--- src/rtl/riscv_boot_ctrl_pkg.sv ---
// riscv_boot_pkg: shared types and constants for the riscv_boot_ctrl slice.
//   boot_state_e       - sequencer state encoding
//   REG_ID_WIDTH       - width of the core debug register index
//   DEFAULT_ADDR_WIDTH - default instruction-memory word-address width
//   DEFAULT_CYC_WIDTH  - default run-cycle counter width
package riscv_boot_pkg;

  localparam int REG_ID_WIDTH       = 5;
  localparam int DEFAULT_ADDR_WIDTH = 10;
  localparam int DEFAULT_CYC_WIDTH  = 16;

  typedef enum logic [2:0] {
    ST_IDLE,
    ST_LOAD,
    ST_RST,
    ST_RUN,
    ST_DUMP,
    ST_DONE
  } boot_state_e;

endpackage

--- src/rtl/riscv_boot_ctrl_if.sv ---
// riscv_boot_ctrl_if: program-image stream (valid/ready) feeding the boot
// sequencer.
//   in_valid - stream word valid (source -> sequencer)
//   in_data  - stream word       (source -> sequencer)
//   in_ready - word accepted     (sequencer -> source)
// Modports: master = stream source, slave = boot sequencer.
interface riscv_boot_ctrl_if #(
  parameter int DATA_WIDTH = 32
);

  logic                  in_valid;
  logic [DATA_WIDTH-1:0] in_data;
  logic                  in_ready;

  modport master (output in_valid, output in_data, input in_ready);
  modport slave  (input in_valid, input in_data, output in_ready);

endinterface

--- src/rtl/riscv_boot_ctrl_reg_dump_seq.sv ---
// reg_dump_seq: walks the core debug port through register ids
// 0..NUM_REGS-1 and captures each sample one cycle later.
//   clock, reset     - clock and synchronous active-high reset
//   clr              - clears the id counter (session abort)
//   en               - advance one id this cycle and capture its value
//   last             - the id issued this cycle is the final one
//   reg_out_id       - id presented to the core debug port
//   reg_out_data     - value returned by the core for reg_out_id
//   dump_valid/id/data - registered dump word
module reg_dump_seq
  import riscv_boot_pkg::*;
#(
  parameter int DATA_WIDTH = 32,
  parameter int NUM_REGS   = 32
) (
  input  logic                    clock,
  input  logic                    reset,
  input  logic                    clr,
  input  logic                    en,
  output logic                    last,
  output logic [REG_ID_WIDTH-1:0] reg_out_id,
  input  logic [DATA_WIDTH-1:0]   reg_out_data,
  output logic                    dump_valid,
  output logic [REG_ID_WIDTH-1:0] dump_id,
  output logic [DATA_WIDTH-1:0]   dump_data
);

  localparam logic [REG_ID_WIDTH-1:0] LAST_ID = REG_ID_WIDTH'(NUM_REGS - 1);

  logic [REG_ID_WIDTH-1:0] id_cnt_reg;
  logic                    dump_valid_reg;
  logic [REG_ID_WIDTH-1:0] dump_id_reg;
  logic [DATA_WIDTH-1:0]   dump_data_reg;

  // The counter wraps back to 0 after the final id, so it already sits at 0
  // for the next session and the debug port idles on register 0.
  always_ff @(posedge clock) begin
    if (reset || clr) begin
      id_cnt_reg <= '0;
    end else if (en) begin
      id_cnt_reg <= last ? '0 : id_cnt_reg + 1'b1;
    end
  end

  always_ff @(posedge clock) begin
    if (reset) begin
      dump_valid_reg <= 1'b0;
      dump_id_reg    <= '0;
      dump_data_reg  <= '0;
    end else begin
      dump_valid_reg <= en;
      if (en) begin
        dump_id_reg   <= id_cnt_reg;
        dump_data_reg <= reg_out_data;
      end
    end
  end

  assign last       = (id_cnt_reg == LAST_ID);
  assign reg_out_id = id_cnt_reg;
  assign dump_valid = dump_valid_reg;
  assign dump_id    = dump_id_reg;
  assign dump_data  = dump_data_reg;

endmodule

--- src/rtl/riscv_boot_ctrl.sv ---
// riscv_boot_ctrl: program-load and run sequencer for the Riscv core.
// Streams load_len words into instruction memory with the core held in
// reset, pulses core reset, runs the core for run_cycles cycles, then freezes
// it and dumps NUM_REGS registers through the core debug port.
//   clock, reset        - clock and synchronous active-high reset
//   start, abort        - session control (abort wins over everything)
//   load_len, run_cycles- session parameters, latched on start
//   stream              - program-image stream (slave side)
//   fetch_ram_load, imem_we/addr/wdata - instruction-memory load port
//   core_reset_n, core_clk_en          - core control
//   reg_out_id, reg_out_data           - core debug port
//   dump_valid/id/data                 - register dump output
//   busy, done                         - session status
module riscv_boot_ctrl
  import riscv_boot_pkg::*;
#(
  parameter int ADDR_WIDTH = DEFAULT_ADDR_WIDTH,
  parameter int DATA_WIDTH = 32,
  parameter int NUM_REGS   = 32,
  parameter int CYC_WIDTH  = DEFAULT_CYC_WIDTH
) (
  input  logic                    clock,
  input  logic                    reset,
  input  logic                    start,
  input  logic                    abort,
  input  logic [ADDR_WIDTH-1:0]   load_len,
  input  logic [CYC_WIDTH-1:0]    run_cycles,
  riscv_boot_ctrl_if.slave        stream,
  output logic                    fetch_ram_load,
  output logic                    imem_we,
  output logic [ADDR_WIDTH-1:0]   imem_addr,
  output logic [DATA_WIDTH-1:0]   imem_wdata,
  output logic                    core_reset_n,
  output logic                    core_clk_en,
  output logic [REG_ID_WIDTH-1:0] reg_out_id,
  input  logic [DATA_WIDTH-1:0]   reg_out_data,
  output logic                    dump_valid,
  output logic [REG_ID_WIDTH-1:0] dump_id,
  output logic [DATA_WIDTH-1:0]   dump_data,
  output logic                    busy,
  output logic                    done
);

  localparam logic [ADDR_WIDTH-1:0] ONE_ADDR = ADDR_WIDTH'(1);
  localparam logic [CYC_WIDTH-1:0]  ONE_CYC  = CYC_WIDTH'(1);

  boot_state_e state_reg, state_next;

  logic [ADDR_WIDTH-1:0] load_len_reg;
  logic [ADDR_WIDTH-1:0] load_cnt_reg;
  logic [CYC_WIDTH-1:0]  run_len_reg;
  logic [CYC_WIDTH-1:0]  run_cnt_reg;

  logic handshake;
  logic dump_en;
  logic dump_last;

  always_ff @(posedge clock) begin
    if (reset) begin
      state_reg <= ST_IDLE;
    end else begin
      state_reg <= state_next;
    end
  end

  always_comb begin
    state_next      = state_reg;
    stream.in_ready = 1'b0;
    fetch_ram_load  = 1'b0;
    core_reset_n    = 1'b0;
    core_clk_en     = 1'b0;
    dump_en         = 1'b0;
    done            = 1'b0;
    case (state_reg)
      ST_IDLE: begin
        if (start) begin
          state_next = (load_len != '0) ? ST_LOAD : ST_RST;
        end
      end
      ST_LOAD: begin
        fetch_ram_load = 1'b1;
        // An aborted cycle must not accept a word it will never write.
        stream.in_ready = !abort;
        if (stream.in_valid && load_cnt_reg == load_len_reg - ONE_ADDR) begin
          state_next = ST_RST;
        end
      end
      ST_RST: begin
        state_next = (run_len_reg != '0) ? ST_RUN : ST_DUMP;
      end
      ST_RUN: begin
        core_reset_n = 1'b1;
        core_clk_en  = 1'b1;
        if (run_cnt_reg == run_len_reg - ONE_CYC) begin
          state_next = ST_DUMP;
        end
      end
      ST_DUMP: begin
        core_reset_n = 1'b1;
        dump_en      = !abort;
        if (dump_last) begin
          state_next = ST_DONE;
        end
      end
      ST_DONE: begin
        core_reset_n = 1'b1;
        done         = 1'b1;
        state_next   = ST_IDLE;
      end
      default: state_next = ST_IDLE;
    endcase
    if (abort) begin
      state_next = ST_IDLE;
    end
  end

  assign handshake  = stream.in_valid && stream.in_ready;
  assign imem_we    = handshake;
  assign imem_addr  = (state_reg == ST_LOAD) ? load_cnt_reg : '0;
  assign imem_wdata = handshake ? stream.in_data : '0;
  assign busy       = (state_reg != ST_IDLE);

  // Counters restart from zero whenever the sequencer is idle or aborted, so
  // every session begins loading at address 0 and running from cycle 0.
  always_ff @(posedge clock) begin
    if (reset) begin
      load_len_reg <= '0;
      run_len_reg  <= '0;
      load_cnt_reg <= '0;
      run_cnt_reg  <= '0;
    end else if (abort || state_reg == ST_IDLE) begin
      load_cnt_reg <= '0;
      run_cnt_reg  <= '0;
      if (!abort && start) begin
        load_len_reg <= load_len;
        run_len_reg  <= run_cycles;
      end
    end else begin
      if (handshake) begin
        load_cnt_reg <= load_cnt_reg + ONE_ADDR;
      end
      if (state_reg == ST_RUN) begin
        run_cnt_reg <= run_cnt_reg + ONE_CYC;
      end
    end
  end

  reg_dump_seq #(
    .DATA_WIDTH (DATA_WIDTH),
    .NUM_REGS   (NUM_REGS)
  ) u_dump (
    .clock        (clock),
    .reset        (reset),
    .clr          (abort),
    .en           (dump_en),
    .last         (dump_last),
    .reg_out_id   (reg_out_id),
    .reg_out_data (reg_out_data),
    .dump_valid   (dump_valid),
    .dump_id      (dump_id),
    .dump_data    (dump_data)
  );

endmodule

--- src/flat_wrapper.sv ---
// flat-port wrapper written by rule: the top's interface ports become plain ports
module riscv_boot_ctrl_flat import riscv_boot_pkg::*;
#(
  parameter int ADDR_WIDTH = DEFAULT_ADDR_WIDTH,
  parameter int DATA_WIDTH = 32,
  parameter int NUM_REGS   = 32,
  parameter int CYC_WIDTH  = DEFAULT_CYC_WIDTH
)
  (clock, reset, start, abort, load_len, run_cycles, fetch_ram_load, imem_we, imem_addr, imem_wdata, core_reset_n, core_clk_en, reg_out_id, reg_out_data, dump_valid, dump_id, dump_data, busy, done, stream_in_valid, stream_in_data, stream_in_ready);
  riscv_boot_ctrl_if #(.DATA_WIDTH(DATA_WIDTH)) stream_i ();
  input  logic clock;
  input  logic reset;
  input  logic start;
  input  logic abort;
  input  logic [ADDR_WIDTH-1:0] load_len;
  input  logic [CYC_WIDTH-1:0] run_cycles;
  output logic fetch_ram_load;
  output logic imem_we;
  output logic [ADDR_WIDTH-1:0] imem_addr;
  output logic [DATA_WIDTH-1:0] imem_wdata;
  output logic core_reset_n;
  output logic core_clk_en;
  output logic [REG_ID_WIDTH-1:0] reg_out_id;
  input  logic [DATA_WIDTH-1:0] reg_out_data;
  output logic dump_valid;
  output logic [REG_ID_WIDTH-1:0] dump_id;
  output logic [DATA_WIDTH-1:0] dump_data;
  output logic busy;
  output logic done;
  input wire logic [$bits(stream_i.in_valid)-1:0] stream_in_valid;
  input wire logic [$bits(stream_i.in_data)-1:0] stream_in_data;
  output wire logic [$bits(stream_i.in_ready)-1:0] stream_in_ready;
  assign stream_i.in_valid = stream_in_valid;
  assign stream_i.in_data = stream_in_data;
  assign stream_in_ready = stream_i.in_ready;
  riscv_boot_ctrl #(.ADDR_WIDTH(ADDR_WIDTH), .DATA_WIDTH(DATA_WIDTH), .NUM_REGS(NUM_REGS), .CYC_WIDTH(CYC_WIDTH)) u_core (.clock(clock), .reset(reset), .start(start), .abort(abort), .load_len(load_len), .run_cycles(run_cycles), .stream(stream_i), .fetch_ram_load(fetch_ram_load), .imem_we(imem_we), .imem_addr(imem_addr), .imem_wdata(imem_wdata), .core_reset_n(core_reset_n), .core_clk_en(core_clk_en), .reg_out_id(reg_out_id), .reg_out_data(reg_out_data), .dump_valid(dump_valid), .dump_id(dump_id), .dump_data(dump_data), .busy(busy), .done(done));
endmodule
--- config.mk ---
export PLATFORM = sky130hd
export DESIGN_NAME = riscv_boot_ctrl_flat
export DESIGN_NICKNAME = d
export VERILOG_FILES = /design/src/rtl/riscv_boot_ctrl_pkg.sv /design/src/rtl/riscv_boot_ctrl_if.sv /design/src/rtl/riscv_boot_ctrl_reg_dump_seq.sv /design/src/rtl/riscv_boot_ctrl.sv /design/src/flat_wrapper.sv
export SDC_FILE = /design/constraint.sdc
export NUM_CORES = 1
export LEC_CHECK = 0
export CAP_MARGIN = 30
export CORE_ASPECT_RATIO = 1.5
export CORE_MARGIN = 4
export CORE_UTILIZATION = 45
export CTS_CLUSTER_DIAMETER = 40
export DETAILED_ROUTE_END_ITERATION = 7
export HOLD_SLACK_MARGIN = 0.15
export PLACE_DENSITY = 0.88
export SYNTH_ARGS = -nofsm -noshare
export SYNTH_HDL_FRONTEND = slang
export SYNTH_SLANG_ARGS = --single-unit
export TNS_END_PERCENT = 5
--- constraint.sdc ---
create_clock -name clock -period 3.8 [get_ports clock]
set_input_delay 0.76 -clock clock [delete_from_list [all_inputs] [get_ports clock]]
set_output_delay 0.76 -clock clock [all_outputs]
set_load 0.02 [all_outputs]
==> impl_metrics.csv <==
group,metric,value,unit
outcome,status,"finished, final reports clean",
clock_network,clk_pin_slew,0.07,ns
critical_path,worstPathMaxFanout,41,
critical_path,endpoint_kind,"output port",
logic_synthesis,synth_edf_count,0,
timing,hold_violations,0,
placed_design,hpwl,11400,um
power_and_ir_drop,powerDensity,309,nW/um^2
routing,drt_iter0_markers,224,
timing,drv_slew,0,
logic_synthesis,syn_inst,671,
routing,drc,0,
finish,drive_gt1_frac,0.0467,
routing,wl,15000,um
power_and_ir_drop,clock_power_share,0.389,
logic_synthesis,ys_types,59,
power_and_ir_drop,power_frac_seq,0.469,
logic_synthesis,yosysWarningCount,0,
clock_network,cts_sinks,98,
timing,finalCritPeriodShare,0.916,
clock_network,cts-hold-fix-buffers,0,
logic_synthesis,yosysSeqAreaShare,0.379,
finish,largest_reg_flops,32,
routing,wl_per_cell,15.3,um
placed_design,place.port_buffers,186,
timing,maxSlewHeadroom,0.394,
floorplanning,core,11200,sq um
timing,period_needed,3.48,ns
placed_design,place.gp.congestion,0.907,
routing,ant_nets,0,
power_and_ir_drop,p_switching,594,uW
finish,area_delta_synth_final,42.0,%
clock_network,cts_buffers,9,
power_and_ir_drop,ir_drop,0.222,mV
timing,rsz0062_at_grt,"false",
floorplanning,die_w,95.6,um
clock_network,cts_tree,"done",
global_routing,gr-total-overflow,0,
hold_path,hp-class,"reg -> reg",
routing,vias,5220,
floorplanning,initial_core_util,0.463,
power_and_ir_drop,pwr-share-comb,0.142,
finish,final_common_cell,"clkdlybuf4s50_1",
power_and_ir_drop,swShare,0.262,
finish,num_antenna_cells,0,
floorplanning,rows,47,
clock_network,clk_path_buf_depth,2,
logic_synthesis,synth-seq-cells,98,
timing,holdWs,0.453,ns
floorplanning,dieArea,13300,sq um
logic_synthesis,synth_nets,772,
floorplanning,dieHeight,139,um
clock_network,htree_num_levels,3,
logic_synthesis,synthFlopType,"dfxtp_1",
finish,final_cell_mix,"185 x clkdlybuf4s50_1, 147 x nand2_1, 98 x dfxtp_1",
global_routing,grt.total_usage,0.231,
global_routing,grt_pass1_wl,24600,um
global_routing,antenna_found_initial,0,
power_and_ir_drop,intPower,1680,uW
timing,fin_tns_setup,0,ns
logic_synthesis,async_reset_ff_frac,0,
clock_network,ctsResizeCount,0,
finish,nets,931,
power_and_ir_drop,p_leak,0.00263,uW
critical_path,start_kind,"primary input",
clock_network,insertion_delay,0.35,ns
critical_path,critical_path_class,"in -> out",
critical_path,cp.arrival,2.72,ns
global_routing,grt_pass1_vias,5213,
floorplanning,pin_count,187,
global_routing,grt_max_degree,65,
logic_synthesis,syn_area,5170,sq um
run,drv_cap,0,
clock_network,ctsRootBufferMaster,"clkbuf_16",
routing,vias_per_cell,5.32,
routing,firstDrtPassIters,5,
critical_path,critPathRequiredTime,3.04,ns
logic_synthesis,syn_avg_cell_area,7.71,sq um
timing,worst_pin_slew,0.906,ns
timing,setup_viol,0,
timing,fmax,287,MHz
clock_network,postCtsSetupBuffers,0,
timing,clock_skew,0.00885,ns
## per-stage QoR
stage | instance area, sq um | std cells | power [uW] | setup slack (ns) | util
CTS | 7350 | 982 | 2280 | 0.304 | 0.658
global placement | 7060 | 966 | 1400 | 0.340 | 0.632
detailed placement | 7060 | 966 | 1410 | 0.311 | 0.632
floorplan | 5170 | 671 | 1260 | 1.12 | -
global route | 7350 | 982 | 2360 | 0.201 | 0.658
finish | 7350 | 982 | 2270 | 0.318 | 0.658
## layout make-up
class	instances	area [sq um]
multi-input cells	517	2970
fillers	940	3820
repair buffers	191	1890
inverters	13	48.8
flip-flops and latches	98	1960
clock inverters	7	61.3
well taps	147	184
clock buffers	9	225
## metal layers
metal / share of wire / track usage / wire length [um]
met5: 0 / 0 / 0
met3: 0.058 / 0.0405 / 873
met2: 0.53 / 0.413 / 7900
met4: 0.041 / 0.121 / 616
met1: 0.37 / 0.250 / 5610
## synthesized netlist by cell type (all sizes together) (5+ instances only)
cell type,instances,area (sq um)
nand2,147,552
dfxtp,98,1960
a21oi,72,360
nor2,47,176
and2,46,288
clkbuf,37,139
xor2,26,228
xnor2,22,193
nand3,18,90.1
inv,13,48.8
nand4,13,81.3
nor3,13,65.1
and3,9,56.3
o21ai,8,40.0
or3,7,45.1
a31oi,6,37.5
buf,6,60.1
ha,6,75.1
nor4,6,43.8
or4,6,48.8
a211oi,5,37.5
## logic make-up after synthesis
family                   share of synthesized area
XOR/XNOR                                    0.0950
buffers and inverters                       0.0479
AO/OA/AOI/OAI                                0.134
multiplexers                               0.00774
AND/OR/NAND/NOR                              0.321
adder cells (fa/ha/maj)                     0.0145
flip-flops                                   0.379
## path summary, 6_finish.rpt
kind | to | startpoint | cells after the start | slack, ns
max | imem_wdata[22] | abort | 5 | 0.32
min reg2reg | u_core.u_dump.dump_id[0] | u_core.u_dump.dump_id[0] | 2 | 0.45
min | u_core.u_dump.dump_id[0] | u_core.u_dump.dump_id[0] | 2 | 0.45
max reg2reg | u_core.state_reg[2] | u_core.run_len_reg[0] | 8 | 0.76
## worst max-delay path: stages
cell and delay (ns):
clkdlybuf4s50_1 0.57, and3b_1 0.27, buf_4 0.30, and2_1 0.20
clkdlybuf4s50_1 0.61
## power by group through the flow
stage	sequential [uW]	combinational [uW]	clock, uW
final	1060	323	883
after global routing	1070	355	934
after CTS	1060	322	898
after detailed placement	1090	319	0
after global placement	1090	315	0
after floorplan	1080	183	0
(Power assumes the default switching activity.)
